## config.mk

```make
export PLATFORM = sky130hd
export DESIGN_NAME = fir_requant_decim_flat
export DESIGN_NICKNAME = d
export VERILOG_FILES = /design/src/rtl/fir_pkg.sv /design/src/rtl/fir_requant_decim_if.sv /design/src/rtl/fir_requant_decim_sync_fifo.sv /design/src/rtl/fir_requant_decim.sv /design/src/flat_wrapper.sv
export SDC_FILE = /design/constraint.sdc
export NUM_CORES = 1
export LEC_CHECK = 0
export ABC_AREA = 1
export BUFFER_PORTS_ARGS = -buffer_cell sky130_fd_sc_hd__buf_2
export CELL_PAD_IN_SITES_DETAIL_PLACEMENT = 1
export CELL_PAD_IN_SITES_GLOBAL_PLACEMENT = 2
export CORE_ASPECT_RATIO = 0.8
export CORE_MARGIN = 8
export CORE_UTILIZATION = 36
export DETAILED_ROUTE_END_ITERATION = 10
export PLACE_DENSITY = 0.86
export SYNTH_ARGS = -nofsm -noshare
export SYNTH_HDL_FRONTEND = slang
export SYNTH_SLANG_ARGS = --single-unit
export TNS_END_PERCENT = 1
```

## constraint.sdc

```tcl
create_clock -name clk -period 3.75 [get_ports clk]
set_input_delay 0.375 -clock clk [delete_from_list [all_inputs] [get_ports clk]]
set_output_delay 0.375 -clock clk [all_outputs]
set_load 0.01 [all_outputs]
```

## src/rtl/fir_pkg.sv

```systemverilog
// Shared widths and saturation limits for the FIR requantize/decimate datapath.
package fir_pkg;
    localparam int IN_W    = 16;
    localparam int OUT_W   = 8;
    localparam int SAT_MAX = 127;
    localparam int SAT_MIN = -128;
endpackage

```

## src/rtl/fir_requant_decim_if.sv

```systemverilog
// Sample stream in, decimated stream out (valid/ready on the output side only).
interface fir_requant_decim_if;
    import fir_pkg::*;
    logic signed [IN_W-1:0]  data_in;
    logic                    in_valid;
    logic signed [OUT_W-1:0] out_data;
    logic                    out_valid;
    logic                    out_ready;

    modport master (output data_in, in_valid, out_ready, input out_data, out_valid);
    modport slave  (input data_in, in_valid, out_ready, output out_data, out_valid);
endinterface

```

## src/rtl/fir_requant_decim_sync_fifo.sv

```systemverilog
// Synchronous FIFO; extra pointer MSB separates full from empty.
module sync_fifo #(
    parameter int WIDTH = 8,
    parameter int DEPTH = 4
) (
    input  logic             clk,
    input  logic             rst,
    input  logic             push,
    input  logic             pop,
    input  logic [WIDTH-1:0] din,
    output logic [WIDTH-1:0] dout,
    output logic             full,
    output logic             empty
);
    localparam int AW = $clog2(DEPTH);

    logic [WIDTH-1:0] mem [DEPTH];
    logic [AW:0]      wp, rp;
    logic             do_push, do_pop;

    assign empty   = (wp == rp);
    assign full    = (wp[AW] != rp[AW]) && (wp[AW-1:0] == rp[AW-1:0]);
    assign do_pop  = pop && !empty;
    // A pop frees the head slot on the same edge, so a full FIFO still accepts.
    assign do_push = push && (!full || do_pop);
    assign dout    = mem[rp[AW-1:0]];

    always_ff @(posedge clk or posedge rst) begin
        if (rst) begin
            wp <= '0;
            rp <= '0;
        end else begin
            if (do_push) wp <= wp + (AW+1)'(1);
            if (do_pop)  rp <= rp + (AW+1)'(1);
        end
    end

    always_ff @(posedge clk) begin
        if (do_push) mem[wp[AW-1:0]] <= din;
    end
endmodule

```

## src/rtl/fir_requant_decim.sv

```systemverilog
// Integrate-and-dump decimator with round-half-up requantization, saturation and output FIFO.
module fir_requant_decim
    import fir_pkg::*;
#(
    parameter int DEC_FACTOR = 4,
    parameter int SHIFT      = 4,
    parameter int FIFO_DEPTH = 4
) (
    input  logic                clk,
    input  logic                rst,
    input  logic                clr,
    fir_requant_decim_if.slave  bus,
    output logic                sat_flag,
    output logic                ovf_flag
);
    localparam int ACC_W = IN_W + $clog2(DEC_FACTOR);
    localparam int CNT_W = $clog2(DEC_FACTOR);
    localparam int HALF  = 1 << (SHIFT - 1);
    localparam logic signed [ACC_W:0] HI = (ACC_W+1)'(SAT_MAX);
    localparam logic signed [ACC_W:0] LO = (ACC_W+1)'(SAT_MIN);

    logic signed [ACC_W-1:0] acc, sum;
    logic        [CNT_W-1:0] cnt;
    logic signed [ACC_W:0]   rnd, r;
    logic signed [OUT_W-1:0] q, stage_data, fifo_dout;
    logic                    dump, clip_hi, clip_lo, stage_valid;
    logic                    full, empty, pop, sat_set, ovf_set;

    assign dump = bus.in_valid && (cnt == CNT_W'(DEC_FACTOR - 1));
    assign sum  = acc + $signed({{(ACC_W-IN_W){bus.data_in[IN_W-1]}}, bus.data_in});

    // One guard bit so the rounding offset cannot wrap a maximal sum.
    assign rnd     = $signed({sum[ACC_W-1], sum}) + (ACC_W+1)'(HALF);
    assign r       = rnd >>> SHIFT;
    assign clip_hi = (r > HI);
    assign clip_lo = (r < LO);
    assign q       = clip_hi ? OUT_W'(SAT_MAX) : clip_lo ? OUT_W'(SAT_MIN) : r[OUT_W-1:0];

    always_ff @(posedge clk or posedge rst) begin
        if (rst) begin
            acc         <= '0;
            cnt         <= '0;
            stage_valid <= 1'b0;
            stage_data  <= '0;
        end else begin
            stage_valid <= dump;
            if (bus.in_valid) begin
                if (dump) begin
                    acc        <= '0;
                    cnt        <= '0;
                    stage_data <= q;
                end else begin
                    acc <= sum;
                    cnt <= cnt + CNT_W'(1);
                end
            end
        end
    end

    assign pop     = !empty && bus.out_ready;
    assign sat_set = dump && (clip_hi || clip_lo);
    assign ovf_set = stage_valid && full && !pop;

    // Set beats a coincident clear.
    always_ff @(posedge clk or posedge rst) begin
        if (rst) begin
            sat_flag <= 1'b0;
            ovf_flag <= 1'b0;
        end else begin
            sat_flag <= sat_set || (sat_flag && !clr);
            ovf_flag <= ovf_set || (ovf_flag && !clr);
        end
    end

    sync_fifo #(.WIDTH(OUT_W), .DEPTH(FIFO_DEPTH)) u_fifo (
        .clk   (clk),
        .rst   (rst),
        .push  (stage_valid),
        .pop   (pop),
        .din   (stage_data),
        .dout  (fifo_dout),
        .full  (full),
        .empty (empty)
    );

    assign bus.out_valid = !empty;
    assign bus.out_data  = empty ? '0 : fifo_dout;
endmodule

```

## src/flat_wrapper.sv

```systemverilog
// flat-port wrapper written by rule: the top's interface ports become plain ports
module fir_requant_decim_flat import fir_pkg::*;
#(
    parameter int DEC_FACTOR = 4,
    parameter int SHIFT      = 4,
    parameter int FIFO_DEPTH = 4
)
  (clk, rst, clr, sat_flag, ovf_flag, bus_data_in, bus_in_valid, bus_out_ready, bus_out_data, bus_out_valid);
  fir_requant_decim_if bus_i ();
  input  logic clk;
  input  logic rst;
  input  logic clr;
  output logic sat_flag;
  output logic ovf_flag;
  input wire logic [$bits(bus_i.data_in)-1:0] bus_data_in;
  input wire logic [$bits(bus_i.in_valid)-1:0] bus_in_valid;
  input wire logic [$bits(bus_i.out_ready)-1:0] bus_out_ready;
  output wire logic [$bits(bus_i.out_data)-1:0] bus_out_data;
  output wire logic [$bits(bus_i.out_valid)-1:0] bus_out_valid;
  assign bus_i.data_in = bus_data_in;
  assign bus_i.in_valid = bus_in_valid;
  assign bus_i.out_ready = bus_out_ready;
  assign bus_out_data = bus_i.out_data;
  assign bus_out_valid = bus_i.out_valid;
  fir_requant_decim #(.DEC_FACTOR(DEC_FACTOR), .SHIFT(SHIFT), .FIFO_DEPTH(FIFO_DEPTH)) u_core (.clk(clk), .rst(rst), .clr(clr), .bus(bus_i), .sat_flag(sat_flag), .ovf_flag(ovf_flag));
endmodule
```

==> flow_metrics.py <==
metrics = {
    "run_status": {
        "status": "completed",
    },
    "layout": {
        "final_cell_mix": "211 x nand2_1, 108 x inv_1, 41 x nor2_1, 37 x dfrtp_1, 32 x edfxtp_1",
        "fin_nets": 703,
        "area_delta_synth_final_pct": 15.4,
        "diodes": 0,
        "instances_no_fill": 837,
        "layout-drive-gt1-share": 0.139,
        "layout_commonest_cell": "nand2_1",
        "final_area_um2": 5280,
    },
    "sta": {
        "min_period_ns": 3.16,
        "setup_viol": 0,
        "fin_crit_sh": 0.842,
        "worst_slew_pin_slew_ns": 0.821,
        "clock_skew_ns": 0.00936,
        "setup_tns_ns": 0,
        "whs_ns": 0.173,
        "relSlewSlack": 0.451,
        "drv_slew": 0,
        "rsz0062_at_grt": "no",
        "hold_violations": 0,
        "fmax_mhz": 317,
        "layout_setup_ws_ns": 0.593,
    },
    "clock_tree": {
        "cts_buffers": 9,
        "htreeDepth": 3,
        "cts_root_buf": "clkbuf_16",
        "numClockSinks": 69,
        "cts.clk_slew.worst_paths_ns": 0.06,
        "cts_buffer_depth": 2,
        "cts_resized": 0,
        "cts_tree": "yes",
        "insertion_delay_ns": 0.34,
        "postCtsHoldBufs": 0,
        "cts_setup_buffers": 0,
    },
    "grt": {
        "grt_max_degree": 38,
        "grt_overflow": 0,
        "grt_first_pass_wirelength_um": 20800,
        "antenna_found_initial": 0,
        "track_usage": 0.161,
        "grt_pass1_vias": 4222,
    },
    "power_and_ir_drop": {
        "total_leakage_power_nw": 2.77,
        "power-per-cell-area_nw_per_um2": 947,
        "peakVddDrop_uv": 323,
    },
    "synthesis": {
        "synth_cell_types": 32,
        "avgSynthCellArea_um2": 7.41,
        "synth_mux_area_frac": 0.00246,
        "synth_edf_count": 32,
        "synthAdderAreaFrac": 0.0699,
        "synth_cells": 618,
        "synth_area_um2": 4580,
        "synth-seq-cells": 69,
        "synth.net_count": 664,
        "synth-compound-area-share": 0.0770,
        "synth_xor_area_frac": 0.0230,
        "synthSimpleGateAreaFrac": 0.316,
        "synth_warnings": 0,
        "synth-seq-area-share": 0.412,
        "synth-async-reset-ratio": 0.536,
        "synth_top_family_by_area": "simple AND/OR/NAND/NOR gates",
        "ys.flop_type": "dfrtp_1",
    },
    "drt": {
        "num_vias": 4007,
        "wire_per_inst_um": 15.0,
        "first_pass_iters": 4,
        "vias_per_cell": 4.79,
        "drc_errors": 0,
        "wl_um": 12500,
        "postRouteAntennaNets": 0,
        "drt-initial-drc-count": 163,
    },
    "die": {
        "row_count": 37,
        "die_w_um": 142,
        "die_height_um": 117,
        "initial_utilization": 0.362,
        "die_area_um2": 16600,
        "pin_count": 32,
        "core_area_um2": 12600,
    },
    "critical_path": {
        "cp-start-kind": "register",
        "crit_top_cell": "nand2_1",
        "path_max_fanout": 8,
        "worstPathCellList": "ha_1, inv_1, fa_1, inv_1, nand2_1, nand2_2, nand2_1, nand2_1, nand2_1, inv_1, ha_1, inv_1, nor2_2, nand3_2, nor2_4, nand4_1, nand2_1, nand2_1, nand3b_1, nand2_2, nand2_1, nand2_1, nand2_1",
        "crit_path_max_incr_delay_ns": 0.38,
        "worst_ep_required_time_ns": 3.98,
        "crit_type": "register to register",
        "endpoint_kind": "register",
        "cp_data_arrival_time_ns": 3.38,
        "critPathSlowestCell": "fa_1",
    },
    "placement": {
        "place_ws_ns": 0.487,
        "gp_congestion": 0.790,
        "post_dp_cell_area_um2": 4960,
        "io_buffer_count": 31,
        "dp_hpwl_um": 9630,
        "dp_cells": 821,
    },
    "run": {
        "cap_violations": 0,
    },
    "worst_hold_path": {
        "hp-class": "primary input to asynchronous set/reset pin",
    },
}
## registers in the layout (all words and copies together) (netlist names)
| register | count |
|---|---|
| u_core.sat_flag | 1 |
| u_core.cnt | 2 |
| u_core.stage_valid | 1 |
| u_core.u_fifo.wp | 3 |
| u_core.u_fifo.mem | 32 |
| u_core.stage_data | 8 |
| u_core.acc | 18 |
| u_core.ovf_flag | 1 |
| u_core.u_fifo.rp | 3 |
## cell usage after synthesis (3+ instances only)
library cell,instances,area share
nand2_1,211,0.17
inv_1,108,0.089
nor2_1,41,0.034
dfrtp_1,37,0.20
edfxtp_1,32,0.21
nand3_1,30,0.033
o22ai_1,25,0.034
ha_1,24,0.066
nand2_2,19,0.026
o21ai_0,19,0.021
a21oi_1,13,0.014
clkbuf_1,9,0.0074
xor2_1,9,0.017
nand3_2,6,0.013
nor2_2,6,0.0082
nand4_1,5,0.0068
nor3_1,3,0.0033
xnor2_1,3,0.0057
## area by class of cell
class                           instances  area [um^2]
Fill cell                            1603         7350
Multi-Input combinational cell        429         2230
Clock buffer                            9          225
Tap cell                              175          219
Clock inverter                          7         97.6
Inverter                              110          413
Timing Repair Buffer                   38          208
Sequential cell                        69         1890
## critical path: cells and delay by family, from the launching register on
kind / cells / cell delay, ns
and+or+nand+nor: 16 / 1.67
adders and majority gates: 3 / 0.71
DFF: 1 / 0.35
buffers and inverters: 4 / 0.30
## per-stage QoR
step / utilization / power, W
floorplan: - / 0.00331
global placement: 0.393 / 0.00399
detailed placement: 0.393 / 0.00410
CTS: 0.418 / 0.00507
global route: 0.418 / 0.00550
finish: 0.418 / 0.00500
## power by group
group / switching, W / leakage (nW) / internal [W] / total [W]
clock: 0.000343 / 0.154 / 0.000584 / 0.000927
sequential: 0.000157 / 0.743 / 0.00107 / 0.00123
combinational: 0.00191 / 1.88 / 0.000940 / 0.00285
total: 0.00241 / 2.77 / 0.00260 / 0.00500
## cells by family (layout without fill, tap and decap cells)
| group | Yosys count | after routing |
|---|---|---|
| AOI/OAI and AO/OA | 62 | 62 |
| xor gates and xnor gates | 12 | 12 |
| adders and majority gates | 25 | 25 |
| buffers and inverters | 120 | 164 |
| DFF | 69 | 69 |
| muxes | 1 | 1 |
| and+or+nand+nor | 329 | 329 |
## final timing paths
| kind | startpoint | endpoint | slack, ns | cells past startpoint |
|---|---|---|---|---|
| max in group asynchronous | rst | u_core.acc[12]$_DFFE_PP0P_ | 3.19 | 3 |
| min | rst | u_core.acc[0]$_DFFE_PP0P_ | 0.17 | 3 |
| max | u_core.acc[0]$_DFFE_PP0P_ | u_core.stage_data[1]$_DFFE_PP0P_ | 0.59 | 23 |
| min reg2reg | u_core.cnt[0]$_DFFE_PP0P_ | u_core.cnt[0]$_DFFE_PP0P_ | 0.48 | 1 |
| min in group clk | clr | u_core.sat_flag$_DFF_PP0_ | 0.32 | 4 |
| max reg2reg | u_core.acc[0]$_DFFE_PP0P_ | u_core.stage_data[1]$_DFFE_PP0P_ | 0.59 | 23 |
## routing by layer
layer / GRT usage / share of wire / up-vias
li1: - / - / 2029
met1: 0.205 / 0.48 / 1926
met3: 0.0397 / 0.034 / 10
met4: 0.0407 / 0.011 / 0
met5: 0 / 0 / -
met2: 0.271 / 0.47 / 42
Power figures use the tool's default switching activity.
